File: config.mk
export PLATFORM = sky130hd
export DESIGN_NAME = fg_seq_ctrl
export DESIGN_NICKNAME = d
export VERILOG_FILES = /design/src/rtl/fgseq_pkg.sv /design/src/rtl/fgseq_dwell_timer.sv /design/src/rtl/fg_seq_ctrl.sv
export SDC_FILE = /design/constraint.sdc
export NUM_CORES = 1
export LEC_CHECK = 0
export ABC_CLOCK_PERIOD_IN_PS = 3650
export CAP_MARGIN = 15
export CORE_MARGIN = 3
export CORE_UTILIZATION = 45
export CTS_CLUSTER_DIAMETER = 200
export DETAILED_ROUTE_END_ITERATION = 8
export GPL_ROUTABILITY_DRIVEN = 0
export GPL_TIMING_DRIVEN = 0
export PLACE_DENSITY = 0.71
export SLEW_MARGIN = 20
export SYNTH_ARGS = -nofsm -noshare
export SYNTH_HDL_FRONTEND = slang
export SYNTH_SLANG_ARGS = --single-unit
File: constraint.sdc
create_clock -name clk -period 3.65 [get_ports clk]
set_input_delay 0.365 -clock clk [delete_from_list [all_inputs] [get_ports clk]]
set_output_delay 0.365 -clock clk [all_outputs]
set_load 0.005 [all_outputs]
File: src/rtl/fgseq_pkg.sv
// Shared types and field widths for the function-generator sequencer.
package fgseq_pkg;

   localparam int unsigned WaveW     = 3;
   localparam int unsigned AmpW      = 2;
   localparam int unsigned FreqW     = 5;
   localparam int unsigned DwellWDef = 16;

   typedef enum logic [1:0] {
      StIdle  = 2'd0,
      StLoad  = 2'd1,
      StDwell = 2'd2
   } state_e;

   typedef struct packed {
      logic [WaveW-1:0] wave;
      logic [AmpW-1:0]  amp;
      logic [FreqW-1:0] freq;
   } setting_t;

   typedef struct packed {
      setting_t               set;
      logic [DwellWDef-1:0]   dwell;
   } entry_t;

endpackage

File: src/rtl/fgseq_dwell_timer.sv
// Loadable down-counter; expire_o flags the last enabled cycle (count == 1).
module fgseq_dwell_timer #(
   parameter int unsigned Width = 16
) (
   input  logic             clk_i,
   input  logic             rst_ni,
   input  logic             load_i,
   input  logic             en_i,
   input  logic [Width-1:0] value_i,
   output logic             expire_o
);

   logic [Width-1:0] cnt_q, cnt_d;

   always_comb begin
      cnt_d = cnt_q;
      if (load_i) begin
         cnt_d = value_i;
      end else if (en_i && (cnt_q != '0)) begin
         cnt_d = cnt_q - Width'(1);
      end
   end

   always_ff @(posedge clk_i) begin
      if (!rst_ni) begin
         cnt_q <= '0;
      end else begin
         cnt_q <= cnt_d;
      end
   end

   assign expire_o = en_i && (cnt_q == Width'(1));

endmodule

File: src/rtl/fg_seq_ctrl.sv
// Table-driven sequencer for the function generator; define FGSEQ_LOOP_EN to add
// the loop input that restarts at entry 0 instead of finishing.
module fg_seq_ctrl
   import fgseq_pkg::*;
#(
   parameter int unsigned DEPTH   = 8,
   parameter int unsigned DWELL_W = 16,
   localparam int unsigned AW     = $clog2(DEPTH)
) (
   input  logic               clk,
   input  logic               rst,
   input  logic               start,
   input  logic               stop,
`ifdef FGSEQ_LOOP_EN
   input  logic               loop,
`endif
   input  logic               wr_en,
   input  logic [AW-1:0]      wr_addr,
   input  logic [WaveW-1:0]   wr_wave,
   input  logic [AmpW-1:0]    wr_amp,
   input  logic [FreqW-1:0]   wr_freq,
   input  logic [DWELL_W-1:0] wr_dwell,
   input  logic [AW-1:0]      last_idx,
   output logic [WaveW-1:0]   wave_sel,
   output logic [AmpW-1:0]    amp_sel,
   output logic [FreqW-1:0]   cnt_load,
   output logic               ld,
   output logic               busy,
   output logic               done,
   output logic [AW-1:0]      cur_idx
);

   setting_t           tbl_q   [DEPTH];
   logic [DWELL_W-1:0] dwell_q [DEPTH];

   state_e        state_q, state_d;
   setting_t      out_q;
   logic [AW-1:0] cur_idx_q, next_idx;
   logic          done_q, done_d;
   logic          go_load, expire, final_entry;
   logic [DWELL_W-1:0] dwell_val;

   always_ff @(posedge clk) begin
      if (!rst) begin
         for (int i = 0; i < int'(DEPTH); i++) begin
            tbl_q[i]   <= '0;
            dwell_q[i] <= '0;
         end
      end else if (wr_en) begin
         tbl_q[wr_addr]   <= '{wave: wr_wave, amp: wr_amp, freq: wr_freq};
         dwell_q[wr_addr] <= wr_dwell;
      end
   end

   // last_idx below the current index also ends the pass, so idx never runs off the table.
   assign final_entry = (cur_idx_q >= last_idx);

   always_comb begin
      state_d  = state_q;
      go_load  = 1'b0;
      next_idx = cur_idx_q;
      done_d   = 1'b0;
      if (stop) begin
         state_d = StIdle;
      end else begin
         unique case (state_q)
            StIdle: begin
               if (start) begin
                  go_load  = 1'b1;
                  next_idx = '0;
               end
            end
            StLoad: state_d = StDwell;
            StDwell: begin
               if (expire) begin
                  if (!final_entry) begin
                     go_load  = 1'b1;
                     next_idx = cur_idx_q + AW'(1);
`ifdef FGSEQ_LOOP_EN
                  end else if (loop) begin
                     go_load  = 1'b1;
                     next_idx = '0;
`endif
                  end else begin
                     done_d  = 1'b1;
                     state_d = StIdle;
                  end
               end
            end
            default: state_d = StIdle;
         endcase
         if (go_load) state_d = StLoad;
      end
   end

   // Settings are captured on entry to LOAD so they are valid in the same cycle as ld.
   always_ff @(posedge clk) begin
      if (!rst) begin
         state_q   <= StIdle;
         out_q     <= '0;
         cur_idx_q <= '0;
         done_q    <= 1'b0;
      end else begin
         state_q <= state_d;
         done_q  <= done_d;
         if (go_load) begin
            out_q     <= tbl_q[next_idx];
            cur_idx_q <= next_idx;
         end
      end
   end

   assign dwell_val = (dwell_q[next_idx] == '0) ? DWELL_W'(1) : dwell_q[next_idx];

   fgseq_dwell_timer #(
      .Width (DWELL_W)
   ) u_timer (
      .clk_i    (clk),
      .rst_ni   (rst),
      .load_i   (go_load),
      .en_i     (state_q == StDwell),
      .value_i  (dwell_val),
      .expire_o (expire)
   );

   assign wave_sel = out_q.wave;
   assign amp_sel  = out_q.amp;
   assign cnt_load = out_q.freq;
   assign cur_idx  = cur_idx_q;
   assign ld       = (state_q == StLoad);
   assign busy     = (state_q != StIdle);
   assign done     = done_q;

endmodule

======== Yosys cells after proc, flatten, opt, wreduce, memory -nomap -nowiden ========
Memories as Yosys holds them, arrays and structs flattened. A register that Yosys moved wholly into a read port is not among the register bits.
Cells that the tools add are included.
storage, ports and cells
  bits of input ports ..................... 37
  register bits ........................... 22
  RAM bits ................................ 208
  memories ................................ 2
memories
  memory   words  width  read ports  clocked after Yosys merged registers in  write ports  line               text
  dwell_q  8      16     1           0                                        8            fg_seq_ctrl.sv:34  logic [DWELL_W-1:0] dwell_q [DEPTH];
  tbl_q    8      10     1           1                                        8            fg_seq_ctrl.sv:33  setting_t tbl_q [DEPTH];
operators by class
  reductions and logical operators ........ 15
  magnitude comparators ................... 1
  equality and inequality tests ........... 8
  add/subtract/negate cells ............... 2
  bitwise logic cells ..................... 4
  mux-type cells .......................... 29
operators by type and width
  kind                                                   count
  2-to-1 mux 16 bit                                      4
  2-to-1 mux 3 bit                                       6
  equality test 16 x 1 -> 1 bit (second input constant)  1
  zero test 16 bit                                       1
  nonzero test 16 bit                                    1
  OR reduction 16 bit                                    1
  subtractor 16 x 1 -> 16 bit (second input constant)    1
  2-to-1 mux 1 bit                                       13
  2-to-1 mux 10 bit                                      1
  OR reduction 10 bit                                    1
  inequality test 2 bit (second input constant)          3
  inequality test 3 bit (second input constant)          2
  one-hot mux 2 bit (3 select lines)                     1
  one-hot mux 3 bit (2 select lines)                     1
  AND reduction 3 bit                                    2
  2-to-1 mux 2 bit                                       2
  NOT 1 bit                                              4
  nonzero test 2 bit                                     2
  OR reduction 4 bit                                     1
  adder 3 x 1 -> 3 bit (second input constant)           1
  greater-or-equal comparator 3 bit                      1
  OR reduction 3 bit                                     1
  equality test 2 x 1 -> 1 bit (second input constant)   1
  equality test 2 bit (second input constant)            1
  other kinds (5)                                        6

======== Longest topological paths before layout ========
Gate-level depths: netlist of the first run.
An unclocked memory read counts as a cell.
  depth after elaboration ................. 9
  gate-level depth with buffers ........... 15

======== By module ========
From an unflattened synthesis of the first run, not the netlist that was laid out.
unflattened totals
  cells, all modules ...................... 1,020
  area total of the unflattened synthesis .. 11,404.7 um^2
by module, submodules not included
  module             instances  sequential area each (um^2)  cells an instance  area an instance (um^2)
  fg_seq_ctrl        1          6,566.3                      899                10,407.5
  fgseq_dwell_timer  1          320.3                        121                997.2

======== Worst setup path before layout of the first run ========
No wires, ideal clock.
  path type ............................... input -> register
  from .................................... input port wr_addr[1]
  to ...................................... memory dwell_q[0][0], enable pin
  arrival time ............................ 2.748 ns
  setup time .............................. 0.445 ns
  slack ................................... 0.457 ns
  stages on the path ...................... 2
  path through ............................ or3b_2 o21ai_0
RTL lines
  element             line               text
  start: declaration  fg_seq_ctrl.sv:18  input logic [AW-1:0] wr_addr,
  end: declaration    fg_seq_ctrl.sv:34

======== Worst setup path in the final report of the first run ========
  from .................................... register u_timer.cnt_q[4]
  to ...................................... register u_timer.cnt_q[0]
on the way
  cells in the longest elaborated chain, start to end .. 9
ends and longest elaborated chain
  element                             line                     text
  start: declaration                  fgseq_dwell_timer.sv:13  logic [Width-1:0] cnt_q, cnt_d;
  start signal: assignment            fgseq_dwell_timer.sv:28  cnt_q <= cnt_d;
  equality test 16 x 1 -> 1 bit       fgseq_dwell_timer.sv:32  assign expire_o = en_i && (cnt_q == Width'(1));
  logical AND 1 bit                   fgseq_dwell_timer.sv:32
  2-to-1 mux 3 bit                    fg_seq_ctrl.sv:75        if (expire) begin
  one-hot mux 3 bit (2 select lines)  fg_seq_ctrl.sv:66        unique case (state_q)
  2-to-1 mux 3 bit                    fg_seq_ctrl.sv:63        if (stop) begin
  memory read (8 x 16 bit)            --
  zero test 16 bit                    fg_seq_ctrl.sv:113       assign dwell_val = (dwell_q[next_idx] == '0) ? DWELL_W'(1) : dwell_q[next_idx];
  2-to-1 mux 16 bit                   fg_seq_ctrl.sv:113
  2-to-1 mux 16 bit                   fgseq_dwell_timer.sv:17  if (load_i) begin
Parallel ways exist; a longest one is shown, timed or not. The select of a mux whose other input is x is not followed.
A chain may end at the register's enable or synchronous reset.

==> key figures, run 1 <==
GRT
  • Initial antenna violation count: 0
  • GRT Overall Usage: 0.2140
  • GRT Residual Overflow: 0
  • Vias in the first global route: 7,513
  • Largest net degree at the start of global routing: 21
  • First-pass GRT wire length: ~44,000 um

Yosys
  • Syn nets: 1,000
  • Number of synthesized register bits: between 200 and 250
  • Yosys top cell by area: edfxtp_1
  • Ys async rst share: 0
  • Commonest cells post-synth: and2_1, edfxtp_1, nand2_1
  • Ys Warns: 0
  • Synth area leaders: edfxtp_1, and2_1, mux2i_1
  • Yosys cell types: 54
  • Post-Syn Area per Cell: 11.90 sq um
  • Netlist Area Pre-Place: 0.01138 sq mm
  • Synthesized netlist cell count: 956
  • Top_reg_cell synth: edfxtp_1
  • Register area share after synthesis: 0.6052
  • Count leader, synth: and2_1
  • Post-synth top area share: 0.5489
  • Post-synth EDFFs: 208

Cells and area
  • Core Util, Final: 0.5485
  • Layout cells sized above 1: 0.1074
  • ANT cells: 0
  • Area delta synth->final: 18.62%
  • Total Nets Final: roughly 1,100

Routing
  • WL/cell: 20.98 um
  • Vias per cell: 5.627
  • Post-route ant nets: 0
  • Routed via count: about 7,800
  • # DRC: 0
  • DRT iter0 DRCs: 734
  • Post-Route WL: 29,050 um
  • DRT Pass-1 Iters: 5

Die
  • Initial core utilization: 0.4624
  • Top Ports: 53
  • Total die area: 0.02723 sq mm
  • Cell Rows: 57
  • Chip width: about 170 um
  • Chip height: 165.0 um
  • Core area: between 0.02 and 0.025 sq mm

Placed design
  • Hpwl dp: 19,700 um
  • IO Port Bufs: 51
  • Dpl ws: -0.9657 ns

Timing
  • Count of pins over their slew limit: 0
  • Slew Limit Headroom: 0.3362
  • Tcrit/Tclk final: 0.9546
  • Min Clock Period, post-route: 3.484 ns
  • Fmax: 0.2870 GHz
  • Final Hold Viols: 0
  • Min Hold Slack: ~0.42 ns
  • Final worst slack: 0.1659 ns
  • Clk_skew: 0.01057 ns
  • Worst-Margin Slew: 0.9956 ns
  • Final setup viols: 0
  • Setup_tns: 0 ns
  • RSZ-0062 raised after global routing: false

Clocking
  • Clock sink total: 240
  • Latest clock arrival within the worst-skew pair: 0.52 ns
  • Clock transition at the registers of the reported paths: 0.06 ns
  • Postcts setup bufs: 0
  • Num CTS Buffers: 25
  • Clk root buf: clkbuf_16
  • CTS tree: done
  • H-tree lvl count: 1
  • Clock buffer depth: 3

Power and ir drop
  • Pwr/cell area: 444.7 mW/mm^2
  • Maximum vdd drop: about 0.26 mV
  • Leak: 4.905 nW

Min path
  • Worst Hold Launch: rst
  • Worst Hold Class: input port to flip-flop

Setup path
  • WP data required: 4.10 ns
  • Crit path launch: u_timer.cnt_q[4]
  • Worst setup EP type: flip-flop
  • Crit Path Class: flip-flop to flip-flop
  • R2R Path Start: u_timer.cnt_q[4]
  • Peak fanout along the critical path: 10
  • R2R setup slack: 0.17 ns
  • Worst setup SP type: flip-flop
  • Arrival time worst endpoint: 3.93 ns

Status
  • Outcome: complete, no violations

Job
  • MaxCap Viol Count: 0
==> routing by layer <==
| layer | wire length (um) | up-vias | track usage |
|---|---|---|---|
| met5 | 0 | - | 0 |
| met4 | 588 | 0 | 0.05414 |
| met3 | 2337 | 53 | 0.03486 |
| met2 | 12970 | 343 | 0.3282 |
| met1 | 13150 | 3808 | 0.3182 |
| li1 | - | 3589 | - |
==> area by class of cell <==
type,instances,area [sq um]
plain buffers,57,310.3
clock buffers,42,719.4
clock inverters,3,12.51
fillers,2022,11110
inverters,8,30.03
multi-input cells,651,4413
flip-flops and latches,240,6888
well taps,324,405.4
repair buffers,60,718.2
==> stage by stage <==
stage	power [W]	area, sq um	cells
2_1_floorplan	0.003481	11380	956
3_3_place_gp	0.003667	12290	1331
3_5_place_dp	0.003710	12580	1340
4_1_cts	0.005999	13360	1385
5_1_grt	0.006194	13500	1385
6_report	0.006002	13500	1385
==> repair_timing <==
action | CTS | global route
gates resized for setup | 17 | 31
pin swaps | 1 | 3
endpoints found under the setup margin | 17 | 13
hold buffers | 0 | 0
==> logic make-up (layout without fill, tap and decap cells) <==
kind of cell,count (synthesis),count (layout),synth area share
buffers and inverters,65,170,0.02551
and+or+nand+nor,456,456,0.2178
muxes,91,91,0.08170
AOI/OAI and AO/OA,84,84,0.05201
DFF,240,240,0.6052
xor gates and xnor gates,13,13,0.01001
adders and majority gates,7,7,0.007697
==> flip-flops by register name, indices dropped and copies added, names as in the netlist <==
| name | cells |
|---|---|
| tbl_q | 80 |
| amp_sel | 2 |
| cnt_load | 5 |
| cur_idx | 3 |
| u_timer.cnt_q | 16 |
| dwell_q | 128 |
| state_q | 2 |
| wave_sel | 3 |
| done | 1 |
==> placed cells by master, fill, tap and decap left out, types with 8 or more instances in the layout <==
master           count
dfxtp_1             31
and3_1              11
nand2_1             99
a211oi_1            16
nor2_1              48
inv_1                8
clkdlybuf4s50_1     51
buf_2               12
mux2_2              11
clkbuf_16           25
and2_1             209
clkbuf_1            41
nor3_1              21
a311oi_1            17
a21oi_1             17
nand3_1             27
mux2i_1             75
o21ai_0              8
edfxtp_1           208
xnor2_1             10
==> power breakdown <==
group | switching [W] | internal, W
Combinational | 0.000263 | 0.000185
Clock | 0.00100 | 0.00133
Sequential | 0.0000655 | 0.00315
==> worst max-delay path, stage by stage, from the launching register on <==
cell and delay (ns):
dfxtp_1 0.37, nor4_4 0.37, nand4_2 0.24, or4_4 0.60, nand2_4 0.13, buf_8 0.18
mux2_4 0.32, nor4_1 0.23, a41oi_1 0.10, a2111oi_2 0.47, nand4_1 0.20, a31oi_1 0.19
==> worst paths after layout <==
check	end	cells after the start
max	u_timer.cnt_q[0]	11
min	u_timer.cnt_q[11]	3
max reg2reg	u_timer.cnt_q[0]	11
min reg2reg	cnt_load[4]	2
Power figures use the tool's default switching activity.
==> run 2: changes to the inputs <==
--- a/config.mk
+++ b/config.mk
@@ -5,7 +5,7 @@
 export SDC_FILE = /design/constraint.sdc
 export NUM_CORES = 1
 export LEC_CHECK = 0
-export ABC_CLOCK_PERIOD_IN_PS = 3650
+export ABC_CLOCK_PERIOD_IN_PS = 3600
 export CAP_MARGIN = 15
 export CORE_MARGIN = 3
 export CORE_UTILIZATION = 45
@@ -13,6 +13,7 @@
 export DETAILED_ROUTE_END_ITERATION = 8
 export GPL_ROUTABILITY_DRIVEN = 0
 export GPL_TIMING_DRIVEN = 0
+export HOLD_SLACK_MARGIN = 0.1
 export PLACE_DENSITY = 0.71
 export SLEW_MARGIN = 20
 export SYNTH_ARGS = -nofsm -noshare
==> constraint.sdc (replaced) <==
create_clock -name clk -period 3.6 [get_ports clk]
set_input_delay 0.36 -clock clk [delete_from_list [all_inputs] [get_ports clk]]
set_output_delay 0.36 -clock clk [all_outputs]
set_load 0.005 [all_outputs]
==> run 2 against run 1 <==
  * Critical path type unchanged
  * First-iteration DRC count rose by 9.1%
  * Total power is 1.5% higher
  * Wire length is essentially flat
  * Global-route usage unchanged
  * Clock power grew 2%
  * Setup slack got worse by 0.058 ns
  * Sequential cell count unchanged
  * Sequential power is 1% higher
  * Critical path depth is the same
  * Via count shrank 1.1%
  * Clock-buffer cell count unchanged
==> key figures, run 2 (synthesis results as in run 1) <==
Die
  • Top Ports: 53
  • Total die area: 0.02723 sq mm
  • Core area: 0.02460 sq mm
  • Chip height: 165.0 um
  • Cell Rows: 57
  • Chip width: 165.0 um
  • Initial core utilization: 0.4624

Cells and area
  • Fillers: 2,022
  • Max FFs per register: between 100 and 150
  • Area delta synth->final: 18.74%
  • Finished Cell Area: 0.01351 sq mm
  • Most flops, register: dwell_q
  • ANT cells: 0
  • Total Nets Final: 1,087
  • Layout cells sized above 1: 0.1074
  • Most common cell after layout, fill and taps aside: and2_1
  • Commonest cells after routing, fill and taps aside: and2_1, edfxtp_1, nand2_1
  • Largest registers: dwell_q (128), tbl_q (80), u_timer.cnt_q (16)

Timing
  • Fmax: 0.2863 GHz
  • Min Hold Slack: 0.4095 ns
  • Final Hold Viols: 0
  • Clk_skew: approximately 0.010 ns
  • Slew Limit Headroom: 0.3460
  • Tcrit/Tclk final: 0.9701
  • Min Clock Period, post-route: around 3.5 ns
  • Final setup viols: 0
  • Count of pins over their slew limit: 0
  • Worst-Margin Slew: approximately 0.98 ns

Routing
  • Routed via count: 7,707
  • Post-route ant nets: 0
  • DRT Pass-1 Iters: 5
  • DRT iter0 DRCs: 801
  • Post-Route WL: 29,040 um
  • # DRC: 0
  • WL/cell: 20.97 um
  • Vias per cell: 5.565

GRT
  • GRT Overall Usage: 0.2140
  • GRT Residual Overflow: 0
  • Initial antenna violation count: 0
  • Largest net degree at the start of global routing: 21
  • First-pass GRT wire length: roughly 44,000 um
  • Vias in the first global route: 7,513

Clocking
  • CTS hold repair buffers: 0
  • Clock transition at the registers of the reported paths: about 0.07 ns
  • Postcts setup bufs: 0
  • Latest clock arrival within the worst-skew pair: 0.51 ns
  • CTS tree: done
  • Clock sink total: 240
  • H-tree lvl count: 1
  • Clock buffer depth: 3
  • Clk root buf: clkbuf_16
  • Num CTS Buffers: 25

Setup path
  • R2R setup slack: 0.11 ns
  • RR Endpoint: u_timer.cnt_q[0]
  • R2R Path Start: u_timer.cnt_q[14]
  • Peak fanout along the critical path: 10
  • Worst setup EP type: flip-flop
  • Arrival time worst endpoint: 3.93 ns
  • Worst setup SP type: flip-flop
  • Crit Path Class: flip-flop to flip-flop
  • WP data required: 4.04 ns
  • R2R depth: 11

Power and ir drop
  • Internal power: 0.004736 W
  • Sequential share of power: 0.536
  • Maximum vdd drop: 0.2612 mV
  • Sw Share: 0.2225
  • Comb power frac: 0.075
  • Sw power: ~0.0014 W
  • Clock network power share: 0.389
  • Pwr/cell area: about 450 mW/mm^2
  • Leak: 4.900 nW

Min path
  • Hold EP: u_timer.cnt_q[11]
  • Hold Path Stages: 3
  • Worst Hold Class: input port to flip-flop
  • Worst Hold Launch: rst

Status
  • Outcome: complete, no violations

Placed design
  • Area after DPL: 0.01258 sq mm
  • IO Port Bufs: 51
  • Hpwl dp: 19,700 um

Job
  • MaxCap Viol Count: 0
run 2: cell counts in the layout (fill, tap and decap cells not counted):
Identical to the previous run, type by type.
run 2: metrics by stage:
step           power [W]  setup TNS [ns]  setup slack (ns)    util  cells
2_1_floorplan   0.003529               0            0.4116       -    956
3_3_place_gp    0.003718         -269.63            -1.800  0.4997   1331
3_5_place_dp    0.003761          -13.78            -1.011  0.5113   1340
4_1_cts         0.006083               0        0.00005995  0.5431   1385
5_1_grt         0.006285        -0.01503         -0.008916  0.5491   1385
6_report        0.006091               0            0.1077  0.5491   1385
run 2: metal layers:
metal	global-route usage	vias to the layer above	wire (um)
li1	-	3593	-
met1	0.3182	3772	13230
met2	0.3282	300	13110
met3	0.03486	42	2178
met4	0.05414	0	523
met5	0	-	0
run 2: power groups by stage:
stage / clock (W) / sequential (W) / combinational [W]
3_5_place_dp: 0 / 0.00332 / 0.000442
5_1_grt: 0.00251 / 0.00328 / 0.000499
2_1_floorplan: 0 / 0.00331 / 0.000221
4_1_cts: 0.00237 / 0.00326 / 0.000446
3_3_place_gp: 0 / 0.00332 / 0.000393
6_report: 0.00237 / 0.00326 / 0.000458
run 2: worst max-delay path by stage:
| stage | from | to | slack, ns | cells past startpoint |
|---|---|---|---|---|
| 2_1_floorplan | wr_addr[1] | dwell_q[0][0] | 0.41 | 2 |
| 3_3_place_gp | wr_en | tbl_q[1][6] | -1.80 | 3 |
| 3_5_place_dp | last_idx[2] | cnt_load[2] | -1.01 | 13 |
| 4_1_cts | u_timer.cnt_q[1] | cnt_load[2] | 0.00006 | 13 |
| 5_1_grt | cur_idx[0] | u_timer.cnt_q[0] | -0.009 | 13 |
| 6_report | u_timer.cnt_q[14] | u_timer.cnt_q[0] | 0.11 | 11 |
run 2: final cells by class:
type | instances | area [sq um] | share of cell area
Buffer | 57 | 315.3 | 0.02334
Clock buffer | 42 | 719.4 | 0.05325
Clock inverter | 3 | 12.51 | 0.0009261
Inverter | 8 | 30.03 | 0.002223
Multi-Input combinational cell | 651 | 4422 | 0.3273
Sequential cell | 240 | 6888 | 0.5098
Tap cell | 324 | 405.4 | 0.03001
Timing Repair Buffer | 60 | 718.2 | 0.05316
run 2: what timing repair did:
item / CTS / global route
resized for setup: 17 / 34
pin swaps: 1 / 3
endpoints found under the setup margin: 17 / 13
run 2: worst max-delay path, stage by stage (launching register included):
cell	delay, ns
dfxtp_1	0.34
nor4_2	0.45
nand4_4	0.21
or4_4	0.58
nand2_4	0.14
buf_12	0.16
mux2_4	0.31
nor4_1	0.26
a41oi_1	0.11
a2111oi_2	0.47
nand4_1	0.20
a31oi_1	0.19
